### src/rtl/pokey_pkg.sv
// Shared definitions for the POKEY channel countdown timer.
package pokey_pkg;

    localparam int unsigned TIMER_WIDTH = 8;

    typedef enum logic {
        COUNTING    = 1'b0,
        WAIT_RELOAD = 1'b1
    } timer_state_e;

endpackage

### src/rtl/pokey_countdown_timer.sv
// POKEY channel down-counter: underflow pulse feeds the external delay_line, reload returns from it.
// Optional latched interrupt output is built when POKEY_TIMER_IRQ_EN is defined.
module pokey_countdown_timer
    import pokey_pkg::*;
#(
    parameter int unsigned WIDTH = TIMER_WIDTH
) (
    input  logic             clk,
    input  logic             reset_n,
    input  logic             ce,
    input  logic             enable,
    input  logic             wr_en,
    input  logic [WIDTH-1:0] data_in,
    input  logic             force_load,
    input  logic             reload,
    output logic             data_out,
    output logic [WIDTH-1:0] count,
    input  logic             irq_enable,
    input  logic             irq_clear,
    output logic             irq_n
);

    timer_state_e     state_q, state_d;
    logic [WIDTH-1:0] audf_q, audf_d;
    logic [WIDTH-1:0] count_q, count_d;
    logic             pulse_q, pulse_d;
    logic             underflow;

    always_comb begin
        state_d   = state_q;
        audf_d    = audf_q;
        count_d   = count_q;
        pulse_d   = pulse_q;
        underflow = 1'b0;
        if (ce) begin
            pulse_d = 1'b0;
            if (wr_en) begin
                audf_d = data_in;
            end
            if (force_load) begin
                count_d = wr_en ? data_in : audf_q;
                state_d = COUNTING;
            end else if (reload) begin
                count_d = audf_q;
                state_d = COUNTING;
            end else if (enable && (state_q == COUNTING)) begin
                if (count_q != '0) begin
                    count_d = count_q - WIDTH'(1);
                end else begin
                    // One pulse per reload; WAIT_RELOAD blocks re-triggering at zero.
                    underflow = 1'b1;
                    pulse_d   = 1'b1;
                    state_d   = WAIT_RELOAD;
                end
            end
        end
    end

    always_ff @(posedge clk or negedge reset_n) begin
        if (!reset_n) begin
            state_q <= COUNTING;
            audf_q  <= '0;
            count_q <= '0;
            pulse_q <= 1'b0;
        end else begin
            state_q <= state_d;
            audf_q  <= audf_d;
            count_q <= count_d;
            pulse_q <= pulse_d;
        end
    end

    assign data_out = pulse_q;
    assign count    = count_q;

`ifdef POKEY_TIMER_IRQ_EN
    logic irq_n_q, irq_n_d;

    // Set takes priority over acknowledge in the same cycle.
    always_comb begin
        irq_n_d = irq_n_q;
        if (ce) begin
            if (underflow && irq_enable) begin
                irq_n_d = 1'b0;
            end else if (irq_clear || !irq_enable) begin
                irq_n_d = 1'b1;
            end
        end
    end

    always_ff @(posedge clk or negedge reset_n) begin
        if (!reset_n) begin
            irq_n_q <= 1'b1;
        end else begin
            irq_n_q <= irq_n_d;
        end
    end

    assign irq_n = irq_n_q;
`else
    logic unused_irq;
    assign unused_irq = irq_enable ^ irq_clear ^ underflow;
    assign irq_n      = 1'b1;
`endif

endmodule

### config.mk
export PLATFORM = sky130hd
export DESIGN_NAME = pokey_countdown_timer
export DESIGN_NICKNAME = d
export VERILOG_FILES = /design/src/rtl/pokey_pkg.sv /design/src/rtl/pokey_countdown_timer.sv
export SDC_FILE = /design/constraint.sdc
export NUM_CORES = 1
export LEC_CHECK = 0
export ABC_CLOCK_PERIOD_IN_PS = 5300
export BUFFER_PORTS_ARGS = -buffer_cell sky130_fd_sc_hd__clkbuf_2
export CAP_MARGIN = 20
export CELL_PAD_IN_SITES_DETAIL_PLACEMENT = 2
export CELL_PAD_IN_SITES_GLOBAL_PLACEMENT = 2
export CORE_UTILIZATION = 35
export CTS_CLUSTER_SIZE = 28
export DETAILED_ROUTE_END_ITERATION = 16
export PLACE_DENSITY = 0.94
export SLEW_MARGIN = 0
export SYNTH_ARGS = -nofsm -noshare
export SYNTH_HDL_FRONTEND = slang
export SYNTH_SLANG_ARGS = --single-unit
export TNS_END_PERCENT = 50
### constraint.sdc
create_clock -name clk -period 5.3 [get_ports clk]
set_input_delay 0.795 -clock clk [delete_from_list [all_inputs] [get_ports clk]]
set_output_delay 0.795 -clock clk [all_outputs]
set_load 0.01 [all_outputs]
==> out/metrics.csv, run 1 <==
stage,metric,value,unit
synth,#FFs+latches synth,18,
placement,placed cells,173,
critical_path,crit-path cells,inv_1 > ha_1 > or4b_4 > o311a_4 > nor2_8 > mux2_1,
sta,f_max,0.444,GHz
critical_path,Slowest Stage Delay on Critical Path,490,ps
critical_path,Reg-to-Reg Start,count[0],
critical_path,CP Depth,6,
synth,async set-reset flop share out of synthesis,1.00,
floorplan,I/O pin count,27,
critical_path,CP endpoint kind,register,
synth,synthesized area per cell,10.4,um2
sta,Final Max Tran Viols,0,
clock_tree,clock root buffer master,clkbuf_4,
floorplan,Core Region,3050,um2
sta,worst-margin pin slew,851,ps
global_routing,grt total ovfl,0,
power_and_ir_drop,peak supply drop,113,uV
power_and_ir_drop,P per Cell Area,308,nW/um2
sta,setup TNS,0,ps
job,max cap viols,0,
route,Detailed Route WL,3220,um
clock_tree,Clock Latency Late Sink,300,ps
critical_path,Critical Path Fanout Max,7,
synth,syn_nets,128,
global_routing,vias in the first global route,1088,
route,DR WL/cell,18.2,um
route,Detail Route Antenna Nets,0,
final_layout,Fillers,343,
final_layout,# diodes,0,
clock_tree,CTS resizes,0,
synth,dominant synthesized flop cell,dfrtp_1,
global_routing,met1 Track Usage GR,0.237,
synth,Post-synth EDFFs,0,
final_layout,non-filler cells in the finished layout,177,
critical_path,R2R setup slack,3050,ps
global_routing,GR peak layer,met2,
synth,sequential-to-total area share from yosys stat,0.399,
route,drt first pass iters,4,
placement,pre-CTS WS,2980,ps
sta,final cycle utilization of the critical path,0.425,
floorplan,Initial Util,0.370,
route,vias per cell,5.42,
min_path,Hold Path Class,in2async,
critical_path,CP Launch Type,register,
floorplan,die footprint,3460,um2
sta,endpoints failing hold,0,
critical_path,CP required,5500,ps
sta,skew final,2.13,ps
synth,synthesized cell area,1130,um2
synth,YS warnings,0,
clock_tree,"Setup Fix Bufs, Post-CTS",0,
global_routing,met3 GRT Util,0.0220,
sta,RSZ-0062 raised after global routing,false,
route,Residual DRC,0,
clock_tree,TritonCTS clock tree,built,
global_routing,maximum number of pins on one net before global-route repair,19,
critical_path,CP Launch Point,count[0],
final_layout,area delta synth->final,17.0,%
floorplan,Die Height,58.8,um
clock_tree,H-Tree Depth,1,
sta,Worst Slack Setup Final,3050,ps
global_routing,GR Util met2,0.385,
global_routing,gr usage total,0.206,
route,DR vias,959,
sta,relative slew slack,0.431,
route,DR iter-0 viols,39,
critical_path,R2R depth,6,
clock_tree,post-cts hold buffer count,0,
critical_path,CP top delay family,simple AND/OR/NAND/NOR gates,
floorplan,Die X,58.8,um
clock_tree,# clock sinks,18,
final_layout,share of cells above drive strength 1,0.331,
sta,Finish-stage setup viols,0,
power_and_ir_drop,Leakage Power,0.622,nW
placement,detailed placer's ending HPWL,2490,um
final_layout,"Core Util, Final",0.432,
sta,Final min period,2250,ps
critical_path,Worst EP arrival,2450,ps
final_layout,fin nets,153,
global_routing,initial antenna violation count,0,
synth,synth unique cells,41,
status,outcome,finished clean,
global_routing,first-pass GRT wire length,5280,um
clock_tree,Clock transition at path regs,110,ps
placement,Port Buf Inserts,23,
critical_path,CP max-delay cell,or4b_4,
clock_tree,clock buffer depth,2,
final_layout,"commonest cells after routing, fill and taps aside","clkbuf_2 (23), dfrtp_1 (18), mux2_2 (12), inv_1 (8), nor2_1 (6)",
final_layout,"commonest non-fill, non-tap cell in the layout",clkbuf_2,
critical_path,Buf/Inv on CP,1,
critical_path,end of the critical path,count[2],
clock_tree,Num CTS Buffers,3,
critical_path,RR Endpoint,count[2],
synth,post-synthesis cell count,109,
floorplan,# rows,20,
placement,GPL Wtd Cong,0.757,
critical_path,critical path type,reg2reg,
[layer usage]
| metal | routed length (um) | share of wire | vias to the layer above |
|---|---|---|---|
| li1 | - | - | 451 |
| met1 | 1350 | 0.42 | 477 |
| met2 | 1680 | 0.52 | 24 |
| met3 | 119 | 0.037 | 7 |
| met4 | 64 | 0.020 | 0 |
| met5 | 0 | 0 | - |
[Yosys cell counts (2+ instances only)]
cell type,number,area share
dfrtp_1,18,0.40
mux2_2,12,0.12
inv_1,8,0.027
nor2_1,6,0.020
mux2i_1,5,0.044
o21ai_0,5,0.022
a31oi_1,4,0.022
nor2b_1,4,0.022
o22ai_1,4,0.022
nand2_1,3,0.010
nor3_1,3,0.013
a211oi_1,2,0.013
and3_1,2,0.011
clkbuf_1,2,0.0067
ha_1,2,0.022
nand2b_1,2,0.011
nor3b_1,2,0.013
nor4_1,2,0.011
[worst reg2reg max path: cells and delay by family (launching register included)]
family,cells,cell delay (ps)
compound gates,1,440
fa+ha+maj,1,150
buf+inv,1,120
flops,1,430
mux,1,340
simple gates,2,670
[state kept, by name, indices dropped and copies added, names as in the netlist]
name and cells:
audf_q 8, data_out 1, state_q 1, count 8
[worst min path at each step]
stage,startpoint,endpoint,slack [ps],cells past startpoint
after floorplan,audf_q[6],audf_q[6],480,1
after global placement,audf_q[6],audf_q[6],500,1
after detailed placement,audf_q[3],audf_q[3],530,1
after CTS,reset_n,count[6],440,1
after global routing,reset_n,data_out,450,1
final,reset_n,audf_q[7],420,1
[kinds of logic (layout without fill, tap and decap cells)]
logic type | count (synthesis) | after routing | share of synthesized area
other | 1 | 1 | 0.00332
xor gates and xnor gates | 1 | 1 | 0.00776
AOI/OAI and AO/OA | 28 | 28 | 0.187
muxes | 18 | 18 | 0.174
and+or+nand+nor | 30 | 30 | 0.166
buffers and inverters | 11 | 35 | 0.0399
DFF | 18 | 18 | 0.399
adders and majority gates | 2 | 2 | 0.0222
[report_power, final]
part | switching [W] | internal, W
logic | 0.0000687 | 0.0000587
registers | 0.0000286 | 0.000161
clock network | 0.0000477 | 0.0000419
[cell type report]
cell class,count,area (um2),share of cell area
clock buffer,4,36.3,0.0275
inverter,8,30.0,0.0227
multi-input combinational,80,633,0.480
sequential,18,450,0.341
tap,44,55.1,0.0417
timing repair buffer,23,115,0.0872
[through the flow]
stage          cell area (um2)  total power [W]  hold WS, ps
6_report                  1320         0.000406          425
2_1_floorplan             1130         0.000267          480
4_1_cts                   1320         0.000409          440
3_3_place_gp              1280         0.000308          503
5_1_grt                   1320         0.000428          447
3_5_place_dp              1280         0.000320          526
Power figures use the tool's default switching activity.
==> run 2, diff against run 1 <==
Settings changed: ABC_CLOCK_PERIOD_IN_PS 5300 to 2100, CORE_UTILIZATION 35 to 32, PLACE_DENSITY 0.94 to 0.88.
Clock period 5.3 ns to 2.1 ns, I/O delays scaled along.
==> run 2 against run 1 <==
Compared with the run above:
- clock skew up 3.6 ps
- worst hold slack worse by 190 ps
- maximum frequency up 9.3%
- combinational power rose to 3.6 times the previous value
- routed wire length up 16%
- die area up 9.0%
- setup slack worse by 3000 ps
- first-iteration DRC count down 59%
- utilization up 0.10 points
- count of clock-buffer cells in the layout unchanged
- final cell count up 9.0%
- sequential power up 140%
==> out/metrics.csv, run 2 (synthesis results as in run 1) <==
stage,metric,value,unit,change
route,Detailed Route WL,3720,um,+16%
critical_path,CP endpoint kind,register,,
floorplan,# rows,21,,+5.0%
final_layout,share of cells above drive strength 1,0.422,,+0.0909
route,DR iter-0 viols,16,,-59%
final_layout,design area,1460,um2,+10%
clock_tree,Clock Latency Late Sink,310,ps,about the same
final_layout,non-filler cells in the finished layout,193,,+9.0%
critical_path,RR Endpoint,count[1],,
sta,relative slew slack,0.374,,-0.0570
clock_tree,clock buffer depth,2,,unchanged
sta,Worst Slack Setup Final,40.2,ps,-3010 ps
global_routing,GR Util met2,0.394,,+0.00967
sta,skew final,5.68,ps,+3.55 ps
placement,Port Buf Inserts,23,,unchanged
critical_path,CP required,2330,ps,-3170 ps
placement,DP Area,1340,um2,+4.3%
placement,detailed placer's ending HPWL,2680,um,+7.9%
final_layout,area delta synth->final,29.2,%,
route,Residual DRC,0,,unchanged
clock_tree,# clock sinks,18,,unchanged
floorplan,I/O pin count,27,,unchanged
min_path,Worst Hold Launch,data_in[6],,
global_routing,grt total ovfl,0,,unchanged
route,DR WL/cell,19.3,um,+6.1%
floorplan,Die X,61.4,um,+4.4%
floorplan,Initial Util,0.336,,-0.0341
clock_tree,Clock transition at path regs,120,ps,about the same
critical_path,critical path type,reg2reg,,
route,vias per cell,5.34,,-1.5%
floorplan,Core Region,3360,um2,+10%
min_path,WHS Endpoint,audf_q[6],,
sta,Final Max Tran Viols,0,,unchanged
global_routing,first-pass GRT wire length,5870,um,+11%
sta,final cycle utilization of the critical path,0.981,,+0.556
global_routing,GR peak layer,met2,,
clock_tree,TritonCTS clock tree,built,,
placement,placed cells,182,,+5.2%
floorplan,Die Height,61.4,um,+4.4%
global_routing,initial antenna violation count,0,,unchanged
placement,GPL Wtd Cong,0.771,,+1.8%
sta,f_max,0.485,GHz,+9.3%
route,drt first pass iters,3,,-1
placement,pre-CTS WS,-16.1,ps,-3000 ps
critical_path,R2R depth,7,,+1
sta,endpoints failing hold,0,,unchanged
global_routing,met1 Track Usage GR,0.270,,+0.0329
power_and_ir_drop,P per Cell Area,784,nW/um2,+150%
critical_path,crit-path cells,inv_2 > ha_4 > or4b_4 > o311a_4 > nor2_8 > buf_6 > mux2i_1,,
final_layout,# diodes,0,,unchanged
power_and_ir_drop,peak supply drop,380,uV,+240%
route,Detail Route Antenna Nets,0,,unchanged
critical_path,R2R setup slack,40,ps,-3010 ps
global_routing,gr usage total,0.221,,+0.0151
min_path,worst hold stages,2,,
power_and_ir_drop,Pwr Total,0.00114,W,+180%
critical_path,CP Launch Type,register,,
sta,worst-margin pin slew,936,ps,+85.2 ps
sta,Finish-stage setup viols,0,,unchanged
global_routing,vias in the first global route,1158,,+6.4%
critical_path,Critical Path Fanout Max,6,,-1
job,max cap viols,0,,unchanged
final_layout,fin nets,167,,+9.2%
power_and_ir_drop,Leakage Power,0.693,nW,+12%
final_layout,"commonest non-fill, non-tap cell in the layout",clkbuf_2,,
min_path,Hold Path Class,in2reg,,
clock_tree,clock root buffer master,clkbuf_4,,
status,outcome,finished clean,,
critical_path,CP max-delay cell,or4b_4,,
critical_path,Worst EP arrival,2290,ps,-160 ps
clock_tree,Num CTS Buffers,3,,unchanged
critical_path,Slowest Stage Delay on Critical Path,480,ps,about the same
sta,Final min period,2060,ps,-192 ps
global_routing,maximum number of pins on one net before global-route repair,19,,unchanged
critical_path,Reg-to-Reg Start,count[0],,
global_routing,met3 GRT Util,0.0294,,+0.00743
final_layout,"commonest cells after routing, fill and taps aside","clkbuf_2 (23), dfrtp_1 (18), mux2_2 (12), buf_4 (12)",,
route,DR vias,1030,,+7.4%
clock_tree,H-Tree Depth,1,,unchanged
floorplan,die footprint,3770,um2,+9.0%
[run 2: cell type report]
| class | instances | area [um2] |
|---|---|---|
| clock buffer | 4 | 36.3 |
| fill | 384 | 1910 |
| inverter | 8 | 30.0 |
| multi-input combinational | 80 | 657 |
| sequential | 18 | 450 |
| tap | 46 | 57.6 |
| timing repair buffer | 37 | 226 |
[run 2: worst max-delay path by stage]
stage	from	to	slack (ps)	cells past startpoint
3_5_place_dp	count[0]	count[2]	-20	6
5_1_grt	count[0]	count[6]	-30	7
3_3_place_gp	count[1]	count[2]	70	6
2_1_floorplan	count[0]	count[2]	40	6
4_1_cts	count[1]	count[1]	1	7
6_report	count[0]	count[1]	40	7
[run 2: report_power, final]
group / internal [W] / switching [W] / total (W) / leakage [nW]
combinational: 0.000217 / 0.000236 / 0.000453 / 0.457
sequential: 0.000406 / 0.0000539 / 0.000459 / 0.215
clock: 0.000106 / 0.000125 / 0.000231 / 0.0210
total: 0.000729 / 0.000415 / 0.00114 / 0.693
[run 2: worst max-delay path, delay by kind of cell (launching register included)]
| family | cells | cell delay [ps] |
|---|---|---|
| flip-flops | 1 | 430 |
| AO/OA/AOI/OAI | 1 | 380 |
| multiplexers | 1 | 210 |
| AND/OR/NAND/NOR | 2 | 590 |
| adder cells (fa/ha/maj) | 1 | 120 |
| buffers and inverters | 2 | 240 |
[run 2: routing by layer]
metal,vias up,part of all wire
li1,484,-
met1,514,0.43
met2,23,0.52
met3,9,0.030
met4,0,0.021
met5,-,0
[run 2: timing repair]
| action | CTS | global route |
|---|---|---|
| pin swaps | 1 | 2 |
| buffers inserted | 4 | 2 |
| hold buffers | 1 | 0 |
| endpoints found under the setup margin | 3 | 6 |
| resized for setup | 4 | 3 |
| endpoints found under the hold margin | 18 | 0 |
| cloned | 0 | 0 |
[run 2: metrics by stage]
step | hold WS, ps | TNS [ps] | util
after floorplan | 19.4 | 0 | -
after global placement | 282 | 0 | 0.398
after detailed placement | 303 | -30.7 | 0.398
after CTS | 245 | 0 | 0.423
after global routing | 252 | -51.0 | 0.433
final | 239 | 0 | 0.433
==> run 3, diff against run 2 <==
Settings changed: CORE_MARGIN set to 2.
==> run 3 against run 2 <==
Compared with the run above:
- setup slack better by 15 ps
- clock skew grew 4.9 ps
- sequential share of layout area rose by 0.57 points
- count of clock-buffer cells in the layout unchanged
- flip-flop and latch count unchanged
- highest routed layer unchanged
==> out/metrics.csv, run 3 (synthesis results as in run 1) <==
stage,metric,value,unit,change
status,outcome,finished clean,,
floorplan,Die Height,63.4,um,+3.3%
global_routing,first-pass GRT wire length,5840,um,-0.48%
power_and_ir_drop,Combinational Power Share,0.387,,-0.009
floorplan,die footprint,4020,um2,+6.6%
global_routing,grt total ovfl,0,,unchanged
power_and_ir_drop,Pwr Total,0.00111,W,-2.8%
power_and_ir_drop,sw frac,0.354,,-0.00869
power_and_ir_drop,P per Cell Area,777,nW/um2,-0.99%
route,DR WL/cell,18.0,um,-6.5%
critical_path,CP Launch Type,register,,
route,vias per cell,5.32,,-0.26%
final_layout,# diodes,0,,unchanged
clock_tree,Num CTS Buffers,3,,unchanged
sta,endpoints failing hold,0,,unchanged
sta,Finish-stage setup viols,0,,unchanged
global_routing,initial antenna violation count,0,,unchanged
sta,Final Max Tran Viols,0,,unchanged
clock_tree,clock root buffer master,clkbuf_4,,
placement,placed cells,182,,unchanged
route,DR iter-0 viols,29,,+13
clock_tree,# clock sinks,18,,unchanged
sta,Final min period,2040,ps,-15.5 ps
global_routing,gr usage total,0.188,,-0.0330
final_layout,area delta synth->final,26.8,%,
job,max cap viols,0,,unchanged
placement,GPL Wtd Cong,0.761,,-1.3%
sta,relative slew slack,0.449,,+0.0759
critical_path,Worst EP arrival,2230,ps,-60 ps
power_and_ir_drop,sequential power share,0.411,,+0.009
power_and_ir_drop,Int Power,0.000718,W,-1.4%
critical_path,CP endpoint kind,register,,
placement,DP Area,1340,um2,unchanged
placement,Port Buf Inserts,23,,unchanged
sta,f_max,0.489,GHz,+0.76%
global_routing,vias in the first global route,1157,,-0.086%
placement,pre-CTS WS,-59.4,ps,-43.4 ps
clock_tree,Clock transition at path regs,100,ps,-20 ps
sta,skew final,10.6,ps,+4.90 ps
final_layout,"Core Util, Final",0.426,,-0.00781
critical_path,CP required,2290,ps,-40 ps
final_layout,design area,1430,um2,-1.8%
power_and_ir_drop,Switch Pwr,0.000394,W,-5.1%
final_layout,"commonest non-fill, non-tap cell in the layout",clkbuf_2,,
power_and_ir_drop,peak supply drop,279,uV,-27%
floorplan,Core Region,3360,um2,unchanged
critical_path,crit-path cells,inv_2 > ha_1 > or4b_4 > o311a_4 > nor2_8 > mux2_4,,
route,drt first pass iters,4,,+1
critical_path,critical path type,reg2reg,,
floorplan,# rows,21,,unchanged
final_layout,share of cells above drive strength 1,0.411,,-0.0108
placement,detailed placer's ending HPWL,2600,um,-3.2%
critical_path,Slowest Stage Delay on Critical Path,470,ps,about the same
power_and_ir_drop,Leakage Power,0.686,nW,-0.99%
route,Detail Route Antenna Nets,0,,unchanged
clock_tree,H-Tree Depth,1,,unchanged
global_routing,maximum number of pins on one net before global-route repair,19,,unchanged
sta,final cycle utilization of the critical path,0.973,,-0.00737
critical_path,Critical Path Fanout Max,6,,unchanged
clock_tree,TritonCTS clock tree,built,,
final_layout,non-filler cells in the finished layout,192,,-0.52%
clock_tree,clock buffer depth,2,,unchanged
sta,worst-margin pin slew,823,ps,-113 ps
floorplan,Die X,63.4,um,+3.3%
power_and_ir_drop,Clock Power Share,0.202,,about the same
route,DR vias,1022,,-0.78%
sta,Worst Slack Setup Final,55.7,ps,+15.5 ps
final_layout,"commonest cells after routing, fill and taps aside","clkbuf_2 (23), dfrtp_1 (18), mux2_2 (12), buf_4 (12)",,
floorplan,I/O pin count,27,,unchanged
floorplan,Initial Util,0.336,,unchanged
route,Residual DRC,0,,unchanged
min_path,Hold Path Class,in2reg,,
critical_path,Buf/Inv on CP,1,,-1
clock_tree,Clock Latency Late Sink,310,ps,about the same
critical_path,CP top delay family,simple AND/OR/NAND/NOR gates,,
route,Detailed Route WL,3460,um,-6.9%
critical_path,CP max-delay cell,or4b_4,,
final_layout,fin nets,166,,-0.60%
==> run 3: changes by cell type in the layout (fill, tap and decap cells not counted), sizes merged <==
cell,previous run,this run
buf,13,12
==> run 3: repair_timing <==
item / in CTS / in global routing
setup endpoints to repair: 3 / 5
hold buffers: 1 / 0
buffers inserted: 4 / 1
pin swaps: 1 / 1
gates resized for setup: 3 / 1
hold endpoints to repair: 18 / 0
==> run 3: metrics by stage <==
stage / setup TNS, ps / hold WS, ps
final: 0 / 258
after global routing: -4.64 / 254
after CTS: 0 / 249
after detailed placement: -59.4 / 289
after global placement: 0 / 282
after floorplan: 0 / 19.4
==> run 3: path summary, 6_finish.rpt <==
| kind | from | to | slack (ps) | cells past startpoint |
|---|---|---|---|---|
| worst max-delay path | count[1] | count[2] | 60 | 6 |
| worst min-delay path | data_in[3] | audf_q[3] | 260 | 2 |
| worst max register to register | count[1] | count[2] | 60 | 6 |
| worst min register to register | audf_q[6] | audf_q[6] | 530 | 1 |
| max in group asynchronous | reset_n | audf_q[1] | 1290 | 2 |
| min in group asynchronous | reset_n | count[7] | 480 | 2 |
==> run 3: cell type report <==
type                       count  area, um2
fill                         416       1930
multi-input combinational     80        642
sequential                    18        450
timing repair buffer          36        215
tap                           46       57.6
clock buffer                   4       36.3
inverter                       8       30.0
==> run 3: routing by layer <==
layer	wire length (um)	track usage	vias to the layer above
met3	104	0.0214	8
met5	0	0	-
met2	1750	0.329	23
met1	1530	0.235	510
met4	72	0.0761	0
li1	-	-	481
==> run 3: power by group through the flow <==
stage | logic, W | clock network, W | registers, W
after CTS | 0.000421 | 0.000236 | 0.000456
after global placement | 0.000363 | 0 | 0.000453
after detailed placement | 0.000391 | 0 | 0.000463
after floorplan | 0.000192 | 0 | 0.000482
final | 0.000430 | 0.000225 | 0.000456
after global routing | 0.000472 | 0.000253 | 0.000466
